===== src/rtl/newhope_pkg.sv =====
// Shared definitions for the NewHope RAM loader/reader blocks: the reader FSM
// state encoding and the address increment that wraps at the RAM depth.
package newhope_pkg;

  typedef enum logic [1:0] {
    ST_IDLE  = 2'd0,
    ST_READ  = 2'd1,
    ST_DRAIN = 2'd2,
    ST_FIN   = 2'd3
  } rd_state_t;

  // Next word address; wraps at the last real word, not at the power of two
  function automatic logic [31:0] addr_inc(input logic [31:0] addr,
                                           input logic [31:0] mem_size);
    if (addr >= mem_size - 32'd1) begin
      return 32'd0;
    end
    return addr + 32'd1;
  endfunction

endpackage


===== src/rtl/output_ram_reader_skid_fifo2.sv =====
// Two-entry FIFO whose head register drives the stream output directly.
// The head only changes when it is popped or loaded into an empty FIFO, so
// the presented word stays stable while the consumer stalls.
module skid_fifo2 #(
  parameter int WIDTH = 8
) (
  input  logic             clk,
  input  logic             rst_n,
  input  logic             push,
  input  logic [WIDTH-1:0] din,
  input  logic             ready,
  output logic [WIDTH-1:0] dout,
  output logic             dout_valid,
  output logic [1:0]       count
);

  logic [WIDTH-1:0] head;
  logic [WIDTH-1:0] tail;
  logic [1:0]       cnt;
  logic             pop;

  assign pop        = (cnt != 2'd0) && ready;
  assign dout       = head;
  assign dout_valid = (cnt != 2'd0);
  assign count      = cnt;

  // Occupancy update; simultaneous push and pop are both honoured
  always_ff @(posedge clk) begin
    if (!rst_n) begin
      head <= '0;
      tail <= '0;
      cnt  <= 2'd0;
    end else begin
      case (cnt)
        2'd0: begin
          if (push) begin
            head <= din;
            cnt  <= 2'd1;
          end
        end
        2'd1: begin
          case ({push, pop})
            2'b11: head <= din;
            2'b10: begin
              tail <= din;
              cnt  <= 2'd2;
            end
            2'b01: cnt <= 2'd0;
            default: ;
          endcase
        end
        default: begin
          if (pop) begin
            head <= tail;
            if (push) begin
              tail <= din;
            end else begin
              cnt <= 2'd1;
            end
          end
        end
      endcase
    end
  end

endmodule


===== src/rtl/output_ram_reader.sv =====
// Read-side controller for dual_port_ram port B. On start it streams LENGTH
// words from BASE_ADDR (wrapping at MEM_SIZE) out through a valid/ready
// interface, hiding the one-cycle RAM read latency with a two-entry FIFO.
module output_ram_reader
  import newhope_pkg::*;
#(
  parameter  int MEM_WIDTH = 8,
  parameter  int MEM_SIZE  = 896,
  localparam int ADDR_W    = $clog2(MEM_SIZE),
  localparam int LEN_W     = $clog2(MEM_SIZE + 1)
) (
  input  logic                 clk,
  input  logic                 rst_n,
  input  logic                 start,
  input  logic [ADDR_W-1:0]    base_addr,
  input  logic [LEN_W-1:0]     length,
  output logic                 busy,
  output logic                 done,
  output logic                 enb,
  output logic                 web,
  output logic [ADDR_W-1:0]    addrb,
  input  logic [MEM_WIDTH-1:0] dob,
  output logic [MEM_WIDTH-1:0] dout,
  output logic                 dout_valid,
  input  logic                 dout_ready
);

  rd_state_t        state;
  rd_state_t        state_next;
  logic [LEN_W-1:0] len_r;
  logic [LEN_W-1:0] issued;
  logic [LEN_W-1:0] sent;
  logic [ADDR_W-1:0] addr_r;
  logic             inflight;
  logic [1:0]       fifo_count;
  logic [1:0]       fifo_after_pop;
  logic [2:0]       pending;
  logic             fire;
  logic             credit_ok;

  assign web   = 1'b0;
  assign addrb = addr_r;
  assign fire  = dout_valid && dout_ready;

  // A word leaving the FIFO this cycle frees its slot for the read issued now,
  // which is what lets the stream run at one word per cycle.
  assign fifo_after_pop = fifo_count - {1'b0, fire};
  assign pending        = {1'b0, fifo_after_pop} + {2'b00, inflight};
  assign credit_ok      = (pending < 3'd2);

  // State register
  always_ff @(posedge clk) begin
    if (!rst_n) begin
      state <= ST_IDLE;
    end else begin
      state <= state_next;
    end
  end

  // Next-state logic
  always_comb begin
    state_next = state;
    case (state)
      ST_IDLE: begin
        if (start) begin
          state_next = (length == '0) ? ST_FIN : ST_READ;
        end
      end
      ST_READ: begin
        if (enb && (issued == len_r - LEN_W'(1))) begin
          state_next = ST_DRAIN;
        end
      end
      ST_DRAIN: begin
        if (fire && (sent == len_r - LEN_W'(1))) begin
          state_next = ST_FIN;
        end
      end
      ST_FIN:  state_next = ST_IDLE;
      default: state_next = ST_IDLE;
    endcase
  end

  // Outputs decoded from the current state and the issue credit
  always_comb begin
    busy = 1'b0;
    done = 1'b0;
    enb  = 1'b0;
    case (state)
      ST_READ: begin
        busy = 1'b1;
        enb  = credit_ok;
      end
      ST_DRAIN: busy = 1'b1;
      ST_FIN:   done = 1'b1;
      default: ;
    endcase
  end

  // Burst parameters, address and issue/sent counters; inflight marks a read
  // whose data appears on dob this cycle
  always_ff @(posedge clk) begin
    if (!rst_n) begin
      len_r    <= '0;
      issued   <= '0;
      sent     <= '0;
      addr_r   <= '0;
      inflight <= 1'b0;
    end else begin
      inflight <= enb;
      if ((state == ST_IDLE) && start) begin
        len_r  <= length;
        addr_r <= base_addr;
        issued <= '0;
        sent   <= '0;
      end else begin
        if (enb) begin
          addr_r <= ADDR_W'(addr_inc(32'(addr_r), 32'(MEM_SIZE)));
          issued <= issued + LEN_W'(1);
        end
        if (fire) begin
          sent <= sent + LEN_W'(1);
        end
      end
    end
  end

  skid_fifo2 #(
    .WIDTH (MEM_WIDTH)
  ) u_fifo (
    .clk        (clk),
    .rst_n      (rst_n),
    .push       (inflight),
    .din        (dob),
    .ready      (dout_ready),
    .dout       (dout),
    .dout_valid (dout_valid),
    .count      (fifo_count)
  );

endmodule


===== config.mk =====
export PLATFORM = sky130hd
export DESIGN_NAME = output_ram_reader
export DESIGN_NICKNAME = d
export VERILOG_FILES = /design/src/rtl/newhope_pkg.sv /design/src/rtl/output_ram_reader_skid_fifo2.sv /design/src/rtl/output_ram_reader.sv
export SDC_FILE = /design/constraint.sdc
export NUM_CORES = 1
export LEC_CHECK = 0
export ABC_AREA = 1
export CORE_ASPECT_RATIO = 2
export CORE_MARGIN = 2
export CORE_UTILIZATION = 37
export CTS_CLUSTER_DIAMETER = 80
export DETAILED_ROUTE_END_ITERATION = 16
export DONT_BUFFER_PORTS = 1
export PLACE_DENSITY = 0.6
export RECOVER_POWER = 25
export SYNTH_ARGS = -nofsm -noshare
export SYNTH_HDL_FRONTEND = slang
export SYNTH_SLANG_ARGS = --single-unit
export TNS_END_PERCENT = 30

===== constraint.sdc =====
create_clock -name clk -period 3.2 [get_ports clk]
set_clock_uncertainty 0.15 [all_clocks]
set_input_delay 0.64 -clock clk [delete_from_list [all_inputs] [get_ports clk]]
set_output_delay 0.64 -clock clk [all_outputs]
set_load 0.005 [all_outputs]

==> results.cfg, run 1 <==
[outcome]
outcome = complete, no violations

[grt]
grt_pass1_vias = 3266
grt_max_degree = 23
grt_pass1_wl_mm = 15.0
antenna_found_initial = 0
grt_overflow = 0
track_usage_pct = 18.8

[critical_path]
worst_setup_path_end_kind = register
critPathMaxFanout = 8
cp_cell_sequence = nor2_1 > nor2_4 > ha_1 > inv_1 > nand2_1 > nand2_1 > nor2_4 > inv_2 > nor3_2 > nand4_1 > nor3_2 > xor2_1 > nor2_1
slowest_delay_ps = 350
required_ps = 3270
worstSetupPathType = register to register
startpoint_type = register
critical_path_arrival_ps = 2680
slowest_stage = nor2_1

[timing]
fmax_mhz = 382
period_share_pct = 81.7
fin_tns_setup_ps = 0
slew_viol_final = 0
slew_headroom_pct = 40.0
worst_slew_pin_slew_ps = 893
hold_violations = 0
setup_viol = 0
min_period_ps = 2610
setup_slack_ps = 585
rsz0062_at_grt = false

[cts]
htreeDepth = 3
cts_root_buf = clkbuf_16
cts_tree = built
clkLatencyLatePin_ps = 330
clock-sinks = 61
post_cts_buffers = 0
post_cts_resize_count = 0
clkTransAtPathRegs_ps = 60
cts_buffers = 9
cts_buffer_depth = 2
hold_buffers = 0

[hold_path]
hp-class = primary input to register

[route]
wirelength_mm = 9.14
drtIter0Drc = 137
drtPass1Iterations = 4
post_drt_wl_per_cell_microns = 14.4
vias = 3366
via_per_inst = 5.29
antenna_left = 0
route.detailed.drc = 0

[yosys]
synth_area_leaders = dfxtp_1 35%, nand2_1 12%, inv_1 8.0%
synthCells = 525
syn-num-nets = 570
synth_seq_area_share_pct = 35.0
dominantRegCellSynth = dfxtp_1
syn_area_per_cell_sq_um = 6.65
yosys.area.top_type = dfxtp_1
ys_seq_elements = 61
synth.top_cell.area_share_pct = 35.0
yosys_warnings = 0
synth-async-reset-ratio_pct = 0
post_synth_num_cell_types = 30
syn_area_sq_mm = 0.00349
synth_edf_count = 0

[floorplanning]
core-area_sq_mm = 0.00926
start_util_pct = 37.7
die_h_microns = 141
fp.dieArea_sq_mm = 0.0103
io_pins = 55
die_x_microns = 72.7
num_rows = 50

[placed_design]
numPlacedInstances = 620
hpwl_mm = 7.18
post-place-ws_ps = 482
io_buffers = 0
routabilityCongestion = 0.882

[cells_and_area]
n_antenna_cell = 0
final_cells = 636
area_growth_syn_to_layout_pct = 12.9
fillerInstances = 973
fin_util_pct = 42.6
drive_gt1_share_pct = 7.71
nNetsFinal = 572

[power_and_ir_drop]
p_per_area_mw_per_mm2 = 886
intPower_mw = 2.11
pwr-share-clk_pct = 32.4
switching_share_pct = 39.6
ir_drop_v = 0.000357
leakage_nw = 1.63
p_switching_mw = 1.38
seqPwrFrac_pct = 30.8
combPwrFrac_pct = 36.8

[job]
cap_violations = 0
stage by stage:
step / power [mW] / cell area [sq um] / hold slack, ps
floorplan: 2.06 / 3490 / 302
global placement: 2.36 / 3600 / 319
detailed placement: 2.39 / 3600 / 317
CTS: 3.53 / 3950 / 281
global route: 3.74 / 3940 / 294
finish: 3.49 / 3940 / 287
routing by layer:
layer  part of all wire (%)  wire (microns)  vias up  track usage [%]
met2                     56            5090       78             35.2
met3                    3.9             355       26             3.84
met1                     35            3200     1534             17.4
met4                    5.3             484        0             12.2
met5                      0               0        -                0
li1                       -               -     1728                -
cell usage after synthesis, drive strengths merged (8+ instances only):
cell type	number
a211oi	19
clkbuf	8
nand4	13
nor2	62
nand2	112
o21ai	34
nor3	12
nand3	48
a21oi	35
ha	13
dfxtp	61
inv	80
power by group through the flow:
stage	clock network, mW	logic (mW)	registers [mW]
2_1_floorplan	0	1.01	1.05
3_3_place_gp	0	1.27	1.09
3_5_place_dp	0	1.30	1.09
4_1_cts	1.15	1.30	1.08
5_1_grt	1.18	1.46	1.10
6_report	1.13	1.29	1.08
worst max-delay path: cells and delay by family, from the launching register on:
kind                     cells  cell delay, ps
flip-flops                   1             310
XOR/XNOR                     1             160
AND/OR/NAND/NOR              9            1440
adder cells (fa/ha/maj)      1             290
buffers and inverters        2             150
layout by cell type, fill, tap and decap left out, types with 2 or more instances in the layout:
cell,Yosys,layout
inv_1,74,74
or2_2,2,2
a211oi_1,19,19
nand4_1,13,13
ha_1,13,13
nor2_1,54,54
a21oi_1,35,35
nor3_1,8,8
inv_2,6,6
a31oi_1,7,7
nor2_2,4,4
buf_4,1,3
o21ai_1,2,2
bufinv_16,0,3
clkinvlp_4,0,2
nor2_4,4,4
nor3_2,4,4
o21ai_0,32,32
nand3_1,48,48
xor2_1,7,7
nor4_1,2,2
nand2_1,111,111
clkbuf_16,0,9
dfxtp_1,61,61
flip-flops by register name, indices dropped and copies added, names as in the netlist:
signal,count
inflight,1
issued,10
u_fifo.tail,8
u_fifo.dout,8
state,2
len_r,10
sent,10
addrb,10
u_fifo.count,2
final cells by class:
type / count / area, sq um / area share, %
inverters: 81 / 304 / 7.71
well taps: 104 / 130 / 3.30
clock buffers: 10 / 239 / 6.06
repair buffers: 4 / 26.3 / 0.666
multi-input cells: 370 / 1910 / 48.5
flip-flops and latches: 61 / 1220 / 31.0
clock inverters: 6 / 110 / 2.79
final timing paths:
check                                             startpoint                           to  slack [ps]  cells past startpoint
worst min-delay path                                   rst_n        state[1]$_SDFFE_PN0P_         290                      2
worst max register to register  u_fifo.count[1]$_SDFFE_PN0P_       issued[8]$_SDFFE_PP0P_         590                     13
worst max-delay path            u_fifo.count[1]$_SDFFE_PN0P_       issued[8]$_SDFFE_PP0P_         590                     13
worst min register to register   u_fifo.dout[6]$_SDFFE_PN0P_  u_fifo.dout[6]$_SDFFE_PN0P_         330                      2
cells by family (layout without fill, tap and decap cells):
| group | Yosys count | count (layout) | synth area share [%] |
|---|---|---|---|
| other cells | 1 | 1 | 0.107 |
| mux | 1 | 1 | 0.287 |
| compound gates | 96 | 96 | 15.6 |
| flops | 61 | 61 | 35.0 |
| fa+ha+maj | 13 | 13 | 4.66 |
| buf+inv | 94 | 101 | 10.3 |
| simple gates | 252 | 252 | 32.3 |
| xor+xnor | 7 | 7 | 1.76 |
Power figures use the tool's default switching activity.
==> run 2, diff against run 1 <==
- PLACE_DENSITY: 0.6 -> 0.62
- clock period: 3.2 -> 2.2 ns (I/O delays scaled with it)
==> run 2 against run 1 <==
First-iteration DRC count rose by 22%; critical path depth fell by 5; register-to-register slack worse by 520 ps; critical path type is now register to primary output; critical endpoint is now enb; worst setup slack worse by 560 ps; clock power grew 36%; via count increased by 2.0%; sequential share of layout area fell by 1.1 points; worst hold slack got worse by 190 ps; total power grew 49%.
==> results.cfg, run 2 (same netlist as run 1, synthesis figures left out) <==
[placed_design]
placed_area_sq_mm = 0.00373
post-place-ws_ps = -54.2
hpwl_mm = 7.26
io_buffers = 0
routabilityCongestion = 0.900

[floorplanning]
die_h_microns = 141
core-area_sq_mm = 0.00926
die_x_microns = 72.7
fp.dieArea_sq_mm = 0.0103
io_pins = 55
num_rows = 50
start_util_pct = 37.7

[cells_and_area]
drive_gt1_share_pct = 12.7
final_area_sq_mm = 0.00410
n_antenna_cell = 0
final_cell_mix = 108 x nand2_1, 72 x inv_1, 59 x dfxtp_1
nNetsFinal = 590
final_common_cell = nand2_1
fillerInstances = 976
area_growth_syn_to_layout_pct = 17.4

[route]
post_drt_wl_per_cell_microns = 14.2
route.detailed.drc = 0
via_per_inst = 5.25
antenna_left = 0
wirelength_mm = 9.29
drtIter0Drc = 167
vias = 3433
drtPass1Iterations = 4

[grt]
track_usage_pct = 19.0
antenna_found_initial = 0
grt_max_degree = 23
grt_overflow = 0
grt_pass1_vias = 3510
grt_pass1_wl_mm = 15.4

[critical_path]
worst_setup_path_end_kind = primary output
critical_path_arrival_ps = 1580
critPathMaxFanout = 5
worstSetupPathType = register to primary output
required_ps = 1610
startpoint_type = register

[power_and_ir_drop]
ir_drop_v = 0.000566
p_per_area_mw_per_mm2 = 1270
total_power_mw = 5.22
leakage_nw = 1.71

[timing]
min_period_ps = 2170
rsz0062_at_grt = true
period_share_pct = 98.6
hold_slack_ps = 92.9
hold_violations = 0
setup_viol = 0
setup_slack_ps = 30.1
fmax_mhz = 461
fin_tns_setup_ps = 0
slew_viol_final = 0

[cts]
cts_root_buf = clkbuf_16
htreeDepth = 3
clkTransAtPathRegs_ps = 50
cts_buffer_depth = 2
hold_buffers = 0
clkLatencyLatePin_ps = 330
cts_tree = built
cts_buffers = 9
clock-sinks = 61

[outcome]
outcome = complete, no violations

[job]
cap_violations = 0

[hold_path]
hp-class = primary input to register
run 2: cell count changes in the layout (fill, tap and decap cells not counted), moves of 2 or more:
cell / change
inv_1: -2
nor2_1: -2
ha_1: -2
buf_4: +17
nand2_2: +3
inv_2: +2
nand2_1: -3
ha_4: +2
dfxtp_2: +2
dfxtp_1: -2
run 2: power breakdown:
part	internal, mW	leakage (nW)	switching [mW]
Clock	1.02	0.158	0.516
Sequential	1.34	0.498	0.228
Combinational	0.784	1.05	1.34
Total	3.14	1.71	2.08
run 2: area by class of cell:
type | count | area [sq um] | area share [%]
clock buffer | 10 | 239 | 5.83
clock inverter | 6 | 86.3 | 2.11
inverter | 81 | 304 | 7.42
multi-input combinational | 370 | 1960 | 47.8
sequential | 61 | 1220 | 29.8
tap | 104 | 130 | 3.17
timing repair buffer | 22 | 158 | 3.84
run 2: repair_timing:
action	CTS	global route
setup buffers	0	1
gates resized for setup	2	10
pin swaps	0	11
endpoints found under the hold margin	0	0
endpoints found under the setup margin	2	7
run 2: path summary, 6_finish.rpt:
check | from | endpoint | slack, ps | cells after the start
max | u_fifo.count[0]$_SDFFE_PN0P_ | enb | 30 | 8
min | rst_n | state[1]$_SDFFE_PN0P_ | 90 | 2
max reg2reg | u_fifo.count[0]$_SDFFE_PN0P_ | state[1]$_SDFFE_PN0P_ | 70 | 17
min reg2reg | u_fifo.dout[0]$_SDFFE_PN0P_ | u_fifo.dout[0]$_SDFFE_PN0P_ | 330 | 2
run 2: critical path: stages (launching register included):
cell	delay, ps
dfxtp_2	330
nor2_4	130
nor2_4	60
ha_4	250
inv_2	30
nand2_2	50
nand2_2	60
nor2_4	150
buf_4	190
run 2: layer usage:
metal | global-route usage (%) | up-vias | routed length, microns
li1 | - | 1763 | -
met1 | 18.1 | 1554 | 3410
met2 | 34.5 | 83 | 4990
met3 | 4.40 | 33 | 359
met4 | 12.8 | 0 | 527
met5 | 0 | - | 0
run 2: through the flow:
stage / cells / util (%)
floorplan: 525 / -
global placement: 637 / 40.3
detailed placement: 637 / 40.3
CTS: 653 / 43.9
global route: 654 / 44.3
finish: 654 / 44.3
==> run 3, diff against run 2 <==
- RECOVER_POWER: 25 -> 100
==> run 3 against run 2 <==
Wire length about the same; critical path type unchanged; first-iteration DRC count unchanged; largest power group unchanged; global-route usage unchanged; worst hold slack about the same; sequential power about the same; non-clock buffer count unchanged.
==> results.cfg, run 3 (same netlist as run 1, synthesis figures left out) <==
[outcome]
outcome = complete, no violations

[timing]
min_period_ps = 2170
slew_viol_final = 0
fmax_mhz = 461
worst_slew_pin_slew_ps = 790
period_share_pct = 98.6
setup_slack_ps = 30.0
hold_slack_ps = 92.9
rsz0062_at_grt = true
hold_violations = 0
setup_viol = 0
slew_headroom_pct = 47.4

[floorplanning]
num_rows = 50
die_x_microns = 72.7
fp.dieArea_sq_mm = 0.0103
start_util_pct = 37.7
core-area_sq_mm = 0.00926
die_h_microns = 141
io_pins = 55

[cts]
cts_root_buf = clkbuf_16
clock-sinks = 61
clkTransAtPathRegs_ps = 50
cts_buffer_depth = 2
clkLatencyLatePin_ps = 330
cts_tree = built
cts_buffers = 9
htreeDepth = 3

[placed_design]
placed_area_sq_mm = 0.00373
io_buffers = 0
routabilityCongestion = 0.900
post-place-ws_ps = -54.2
hpwl_mm = 7.26
numPlacedInstances = 637

[grt]
grt_pass1_vias = 3510
grt_overflow = 0
antenna_found_initial = 0
grt_max_degree = 23
grt_pass1_wl_mm = 15.4
track_usage_pct = 19.0

[power_and_ir_drop]
ir_drop_v = 0.000566
pwr-share-clk_pct = 29.4
p_switching_mw = 2.09
switching_share_pct = 40.0
p_per_area_mw_per_mm2 = 1270
seqPwrFrac_pct = 30.0
leakage_nw = 1.71
intPower_mw = 3.13
combPwrFrac_pct = 40.6

[route]
drtIter0Drc = 167
drtPass1Iterations = 4
via_per_inst = 5.25
vias = 3433
antenna_left = 0
wirelength_mm = 9.29
post_drt_wl_per_cell_microns = 14.2
route.detailed.drc = 0

[cells_and_area]
nNetsFinal = 590
fin_util_pct = 44.2
final_cells = 654
final_cell_mix = 108 x nand2_1, 72 x inv_1, 59 x dfxtp_1
n_antenna_cell = 0
final_common_cell = nand2_1
fillerInstances = 978
final_area_sq_mm = 0.00410
area_growth_syn_to_layout_pct = 17.3
drive_gt1_share_pct = 12.5

[job]
cap_violations = 0

[hold_path]
min_delay_path_depth = 2
hp-class = primary input to register

[critical_path]
r2r_cells = 17
slowest_delay_ps = 330
worstSetupPathType = register to primary output
crit_path_frequent_cell = nor2_4
critical_path_arrival_ps = 1580
critPathMaxFanout = 5
slowest_stage = dfxtp_2
startpoint_type = register
required_ps = 1610
worst_setup_path_end_kind = primary output
cp_cell_sequence = nor2_4 > nor2_4 > ha_4 > inv_2 > nand2_2 > nand2_2 > nor2_4 > buf_4
## run 3: final cells by class
cell class,instances,area [sq um],share of cell area (%)
clock inverter,6,86.3,2.11
tap,104,130,3.18
clock buffer,10,239,5.83
timing repair buffer,22,154,3.76
inverter,81,304,7.42
multi-input combinational,370,1960,47.8
sequential,61,1220,29.9
## run 3: per-stage QoR
step                setup TNS, ps  power [mW]
CTS                             0        5.18
detailed placement          -60.9        3.62
global placement                0        3.57
floorplan                       0        3.00
global route                 -406        5.62
finish                          0        5.22
## run 3: layer usage
metal	up-vias	global-route usage, %	wire (microns)
li1	1763	-	-
met1	1554	18.1	3420
met2	83	34.5	4980
met3	33	4.40	359
met4	0	12.8	527
met5	-	0	0
## run 3: final timing paths
kind / start / endpoint / slack (ps)
hold / removal: rst_n / state[1]$_SDFFE_PN0P_ / 90
hold reg to reg: u_fifo.dout[0]$_SDFFE_PN0P_ / u_fifo.dout[0]$_SDFFE_PN0P_ / 330
setup reg to reg: u_fifo.count[0]$_SDFFE_PN0P_ / state[1]$_SDFFE_PN0P_ / 70
setup / recovery: u_fifo.count[0]$_SDFFE_PN0P_ / enb / 30
## run 3: repair_timing
action                     4_1_cts  5_1_grt
hold endpoints to repair         0        0
hold buffers                     0        0
pin swaps                        0       11
setup endpoints to repair        2        7
resized for setup                2       10
setup buffers                    0        1
## run 3: worst max-delay path, delay by kind of cell (launching register included)
family / cells / cell delay (ps)
adders and majority gates: 1 / 250
buffers and inverters: 2 / 220
and+or+nand+nor: 5 / 450
DFF: 1 / 330
## run 3: power by group through the flow
stage	clock (mW)	combinational, mW	sequential [mW]
floorplan	0	1.47	1.52
global placement	0	1.99	1.58
detailed placement	0	2.04	1.58
CTS	1.57	2.06	1.56
global route	1.61	2.42	1.59
finish	1.54	2.12	1.56
